File: src/rtl/cic_pkg.sv
// Shared CIC receive-filter constants and the shift+saturate helper,
// also used by the demodulator interface.
package cic_pkg;

    localparam int unsigned CIC_NDEC      = 40;
    localparam int unsigned CIC_NSTAGE    = 4;
    localparam int unsigned CIC_M         = 1;
    localparam int unsigned CIC_DEC_RATIO = 200;

    // Working width of the helper; wide enough for any NDEC plus a guard bit.
    localparam int unsigned SAT_W = 64;

    typedef struct packed {
        logic             clip;
        logic [SAT_W-1:0] val;
    } sat_res_t;

    // Arithmetic right shift, then clamp to a signed out_w-bit range.
    function automatic sat_res_t sat_trunc(
        input logic signed [SAT_W-1:0] x,
        input int unsigned             shift,
        input int unsigned             out_w
    );
        sat_res_t                r;
        logic signed [SAT_W-1:0] s;
        logic signed [SAT_W-1:0] hi;
        logic signed [SAT_W-1:0] lo;
        s  = x >>> shift;
        hi = (SAT_W'(1) <<< (out_w - 1)) - SAT_W'(1);
        lo = ~hi;
        r.clip = (s > hi) || (s < lo);
        if (s > hi) begin
            r.val = hi;
        end else if (s < lo) begin
            r.val = lo;
        end else begin
            r.val = s;
        end
        return r;
    endfunction

endpackage

File: src/rtl/cic_comb_stage.sv
// One CIC differentiator: y = x - x[n-M] modulo 2^NDEC, state advances
// only on input valid; vout is the one-cycle-delayed input valid.
module cic_comb_stage
    import cic_pkg::*;
#(
    parameter int unsigned NDEC = CIC_NDEC,
    parameter int unsigned M    = CIC_M
) (
    input  logic            clk,
    input  logic            rstn,
    input  logic            vin,
    input  logic [NDEC-1:0] xin,
    output logic            vout,
    output logic [NDEC-1:0] yout
);

    logic [NDEC-1:0] dly_q [M];
    logic [NDEC-1:0] dly_d [M];
    logic [NDEC-1:0] y_q;
    logic [NDEC-1:0] y_d;
    logic            v_q;

    // Difference and delay-line shift, both gated by vin.
    always_comb begin
        dly_d = dly_q;
        y_d   = y_q;
        if (vin) begin
            y_d      = xin - dly_q[M-1];
            dly_d[0] = xin;
            for (int unsigned i = 1; i < M; i++) begin
                dly_d[i] = dly_q[i-1];
            end
        end
    end

    always_ff @(posedge clk or negedge rstn) begin
        if (!rstn) begin
            for (int unsigned i = 0; i < M; i++) begin
                dly_q[i] <= '0;
            end
            y_q <= '0;
            v_q <= 1'b0;
        end else begin
            dly_q <= dly_d;
            y_q   <= y_d;
            v_q   <= vin;
        end
    end

    assign vout = v_q;
    assign yout = y_q;

endmodule

File: src/rtl/cic_comb.sv
// CIC comb section: NSTAGE differentiators, then shift/saturate to DOUT_W.
// Define CIC_COMB_ROUND_EN for round-half-up instead of floor before saturation.
module cic_comb
    import cic_pkg::*;
#(
    parameter int unsigned NDEC      = CIC_NDEC,
    parameter int unsigned NSTAGE    = CIC_NSTAGE,
    parameter int unsigned M         = CIC_M,
    parameter int unsigned DOUT_W    = 16,
    parameter int unsigned OUT_SHIFT = 24
) (
    input  logic                     clk,
    input  logic                     rstn,
    input  logic                     en,
    input  logic                     din_valid,
    input  logic signed [NDEC-1:0]   din,
    output logic                     dout_valid,
    output logic signed [DOUT_W-1:0] dout,
    output logic                     ovf
);

    localparam int unsigned EXT_W = NDEC + 1;

`ifdef CIC_COMB_ROUND_EN
    localparam logic [EXT_W-1:0] HALF = (OUT_SHIFT == 0) ? '0 : EXT_W'(1) << (OUT_SHIFT - 1);
`else
    localparam logic [EXT_W-1:0] HALF = '0;
`endif

    logic [NDEC-1:0] stage_x [NSTAGE+1];
    logic [NSTAGE:0] stage_v;

    assign stage_x[0] = din;
    assign stage_v[0] = din_valid & en;

    for (genvar g = 0; g < NSTAGE; g++) begin : g_stage
        cic_comb_stage #(
            .NDEC (NDEC),
            .M    (M)
        ) u_stage (
            .clk  (clk),
            .rstn (rstn),
            .vin  (stage_v[g]),
            .xin  (stage_x[g]),
            .vout (stage_v[g+1]),
            .yout (stage_x[g+1])
        );
    end

    logic signed [EXT_W-1:0]  ext_s;
    sat_res_t                 sat;
    logic                     unused_sat_hi;
    logic signed [DOUT_W-1:0] dout_q;
    logic signed [DOUT_W-1:0] dout_d;
    logic                     dout_valid_q;
    logic                     ovf_q;
    logic                     ovf_d;

    // Guard bit keeps the rounding add from wrapping; shift/clamp follow.
    always_comb begin
        ext_s = {stage_x[NSTAGE][NDEC-1], stage_x[NSTAGE]} + HALF;
        sat   = sat_trunc(SAT_W'(ext_s), OUT_SHIFT, DOUT_W);
    end

    assign unused_sat_hi = ^sat.val[SAT_W-1:DOUT_W];

    always_comb begin
        dout_d = dout_q;
        ovf_d  = ovf_q;
        if (stage_v[NSTAGE]) begin
            dout_d = DOUT_W'(sat.val);
            ovf_d  = ovf_q | sat.clip;
        end
    end

    always_ff @(posedge clk or negedge rstn) begin
        if (!rstn) begin
            dout_q       <= '0;
            dout_valid_q <= 1'b0;
            ovf_q        <= 1'b0;
        end else begin
            dout_q       <= dout_d;
            dout_valid_q <= stage_v[NSTAGE];
            ovf_q        <= ovf_d;
        end
    end

    assign dout       = dout_q;
    assign dout_valid = dout_valid_q;
    assign ovf        = ovf_q;

endmodule

File: config.mk
export PLATFORM = sky130hd
export DESIGN_NAME = cic_comb
export DESIGN_NICKNAME = d
export VERILOG_FILES = /design/src/rtl/cic_pkg.sv /design/src/rtl/cic_comb_stage.sv /design/src/rtl/cic_comb.sv
export SDC_FILE = /design/constraint.sdc
export NUM_CORES = 1
export LEC_CHECK = 0
export ABC_CLOCK_PERIOD_IN_PS = 3620
export CAP_MARGIN = 20
export CORE_MARGIN = 2
export CORE_UTILIZATION = 47
export DETAILED_ROUTE_END_ITERATION = 12
export SYNTH_ARGS = -nofsm -noshare
export SYNTH_HDL_FRONTEND = slang
export SYNTH_SLANG_ARGS = --single-unit
File: constraint.sdc
create_clock -name clk -period 3.62 [get_ports clk]
set_clock_uncertainty 0.15 [all_clocks]
set_input_delay 0.543 -clock clk [delete_from_list [all_inputs] [get_ports clk]]
set_output_delay 0.543 -clock clk [all_outputs]
set_load 0.02 [all_outputs]
==> run metrics <==
status=finished, final reports clean; worst hold path endpoint=ovf$_DFFE_PN0P_; Post-Layout Cell Count=roughly 2700; leakage=between 10 and 15 nW; Final HPWL DP=27900 um; GR Overflow Total=0; worst reg2reg path depth=12; Worst slew margin=47.7%; post-synthesis register bit count=approximately 320; crit path DAT=between 3 and 4 ns; port bufs=61; highest routed layer=met4; CTS tree=done; Synth Area in Compound Gates=19.5%; Vias/cell=5.21; Mean Syn Cell Area=9.27 um2; Hold Startpoint=ovf$_DFFE_PN0P_; Clock Sinks=318; Post-Synth XOR/XNOR Area=5.51%; Initial Util=47.6%; Seq/Total Area, Yosys=42.1%; final setup fails=0; Layout area overhead=17.1%; simple logic cell fraction of the synthesized area=11.5%; # DRC=0; WL met3=around 1200 um; Synth cell types=71; # IOs=62; worst r2r dst=g_stage[3].u_stage.yout[37]$_DFFE_PN0P_; Critical Path Sink Type=register; Max VDD drop=472 uV; R2R Setup Slk=around 0.13 ns; CTS root buffer=clkbuf_16; MaxCap Viol Count=0; WL/cell=between 10 and 15 um; Mapped Nets=2241; crit path launch type=register; Post-synth ARST share=100%; 1st-iter DRT viols=roughly 620; worst slew pin tran=0.784 ns; Post-synth EDFFs=0; layout cell share with drive strength beyond 1=13.0%; mapped cell area=approximately 19000 um2; synthesized instance count=roughly 2000; main combinational cell family by area after synthesis=compound AO/OA/AOI/OAI gates; Final Critical Period=3.49 ns; fin crit share=96.4%; Worst Path Max Fanout=4; M1 WL=about 19000 um; total routed wirelength=about 38000 um; Die ar.=41800 um2; die outline width=205 um; vias in the first global route=13800; fin area=22100 um2; DRT Pass-1 Iters=5; global-route wire length before repair=~66000 um; CTS Buf Count=39; # rows=73; Final #Nets=2361; Synth Area in Adders=10.6%; DP Cell Count=2641; Worst-path clk slew=about 0.060 ns; Met2 Wirelength=16800 um; endpoints failing hold=0; latest clock arrival within the worst-skew pair=0.55 ns; Tot GR Track Use=18.7%; worst flop-to-flop path startpoint=g_stage[3].u_stage.dly_q[22]$_DFFE_PN0P_; fmax=between 200 and 300 MHz; Power Density=935 nW/um2; area of the core=39700 um2; Slew Viols, Final=0; Die Height=about 200 um; Req. time, crit path=around 3.9 ns; antenna violations before repair=0; # diodes=0; routed via count=14100; Hold Path Class=reg2reg; H-tree Lvls=2; DP Area=20600 um2; final RePlAce weighted congestion=0.880; largest net degree at the start of global routing=85; Final ANT Viol Nets=0; Clock Path Buffers=3; CP Class=reg2reg; mux contribution to synthesized area=5.65%; Ys Warns=0; Hold Crit Depth=0; main flop type after synthesis=dfrtp_1
[registers in the layout, indices dropped and copies added, names as in the netlist]
name and flops:
dout 16, g_stage.u_stage.vout 4, g_stage.u_stage.yout 136, g_stage.u_stage.dly_q 160
dout_valid 1, ovf 1
[area by class of cell]
class                      instances  area, um2
clock buffer                      47       1060
fill                            3580      17600
multi-input combinational       1462      10100
timing repair buffer             148       1320
inverter                         190        713
tap                              525        657
sequential                       318       7970
clock inverter                    24        375
[cell families (layout without fill, tap and decap cells)]
logic type,count (synthesis),after routing
simple gates,485,485
flops,318,318
buf+inv,259,409
fa+ha+maj,158,158
xor+xnor,119,119
mux,95,95
compound gates,605,605
[how the worst max path moves through the flow]
stage	startpoint	to	slack (ns)	cells after the start
finish	g_stage[3].u_stage.dly_q[22]$_DFFE_PN0P_	g_stage[3].u_stage.yout[37]$_DFFE_PN0P_	0.13	12
global route	g_stage[0].u_stage.yout[0]$_DFFE_PN0P_	g_stage[1].u_stage.yout[38]$_DFFE_PN0P_	-0.07	14
CTS	g_stage[0].u_stage.yout[0]$_DFFE_PN0P_	g_stage[1].u_stage.yout[38]$_DFFE_PN0P_	0.009	14
detailed placement	din[0]	g_stage[0].u_stage.yout[38]$_DFFE_PN0P_	-0.25	14
global placement	din[22]	g_stage[0].u_stage.yout[37]$_DFFE_PN0P_	-0.22	13
floorplan	g_stage[2].u_stage.yout[22]$_DFFE_PN0P_	g_stage[3].u_stage.yout[37]$_DFFE_PN0P_	0.34	11
[cells in the final DEF (no fill, tap or decap), types with 16 or more instances in the layout]
master and instances:
dfrtp_1 315, nand2_1 267, o21ai_0 250, inv_1 188
ha_1 152, a21oi_1 130, mux2_2 89, buf_4 82
xnor2_1 76, a21o_1 71, nor2_1 68, clkdlybuf4s50_1 60
xor2_1 43, clkbuf_16 40, nand3_1 24, o21bai_1 23
nand4_1 19, nand2b_1 19, o21a_1 18, a31oi_1 18
nor2b_1 17, o31ai_1 16
[per-stage QoR]
stage	setup slack, ns	utilization [%]	hold slack, ns	setup TNS, ns	total power, mW
final	0.130	55.7	0.224	0	20.7
after global routing	-0.0663	55.7	0.254	-0.167	22.5
after CTS	0.00864	55.5	0.229	0	20.7
after detailed placement	-0.249	51.9	0.217	-2.05	16.3
after global placement	-0.216	51.9	0.224	-1.24	16.0
after floorplan	0.344	-	0.0974	0	13.5
[critical path, cell delays in order, from the launching register on]
cell      delay, ns
dfrtp_1        0.37
inv_2          0.08
ha_4           0.21
a21o_1         0.17
a211oi_2       0.20
nor2_1         0.07
or4_1          0.47
or3_4          0.44
a311oi_4       0.42
a31oi_4        0.18
a21o_1         0.22
xor2_1         0.15
mux2_2         0.26
[report_power, final]
group          internal (mW)  leakage (nW)  switching [mW]  total (mW)
clock                   2.74         0.686            1.56        4.30
sequential              4.87          3.87           0.817        5.69
combinational           5.12          5.62            5.60        10.7
total                   12.7          10.2            7.99        20.7
[Yosys cell counts, types with 3 or more instances]
cell	n	area [um2]
xor2_1	43	377
a211o_1	4	35.0
nor2b_1	17	106
o21bai_1	23	173
nor3b_1	6	45.0
buf_1	9	33.8
or2_2	7	43.8
o21ai_0	251	1260
a21oi_1	131	656
clkbuf_1	58	218
o41ai_1	3	26.3
nand2_1	268	1010
nor2_1	68	255
a311oi_1	4	35.0
and2_1	5	31.3
a211oi_1	10	75.1
o21a_1	18	135
nand2b_1	19	119
xnor2_1	76	666
inv_1	190	713
o211ai_1	10	75.1
a31oi_1	19	119
o31ai_1	16	120
nand4_1	19	119
ha_1	155	1940
dfrtp_1	318	7960
and3_1	14	87.6
nor3_1	15	75.1
fa_1	3	60.1
a21o_1	71	533
nor4_1	3	18.8
or3_1	6	37.5
mux2i_1	5	50.1
o31a_1	5	43.8
mux2_2	89	1000
a41oi_1	4	35.0
nand3_1	25	125
a21boi_0	4	30.0
[repair_timing]
action                                 in CTS  in global routing
setup buffers                               0                  1
gates resized for setup                     0                 14
hold buffers                                1                  0
endpoints found under the hold margin      75                  0
setup endpoints to repair                   0                 13
[per-layer routing]
layer | GRT usage [%] | up-vias
li1 | - | 7334
met1 | 25.5 | 6509
met2 | 30.6 | 217
met3 | 2.64 | 68
met4 | 6.68 | 0
met5 | 0 | -
Note: power is estimated with default switching activity, not from simulation.
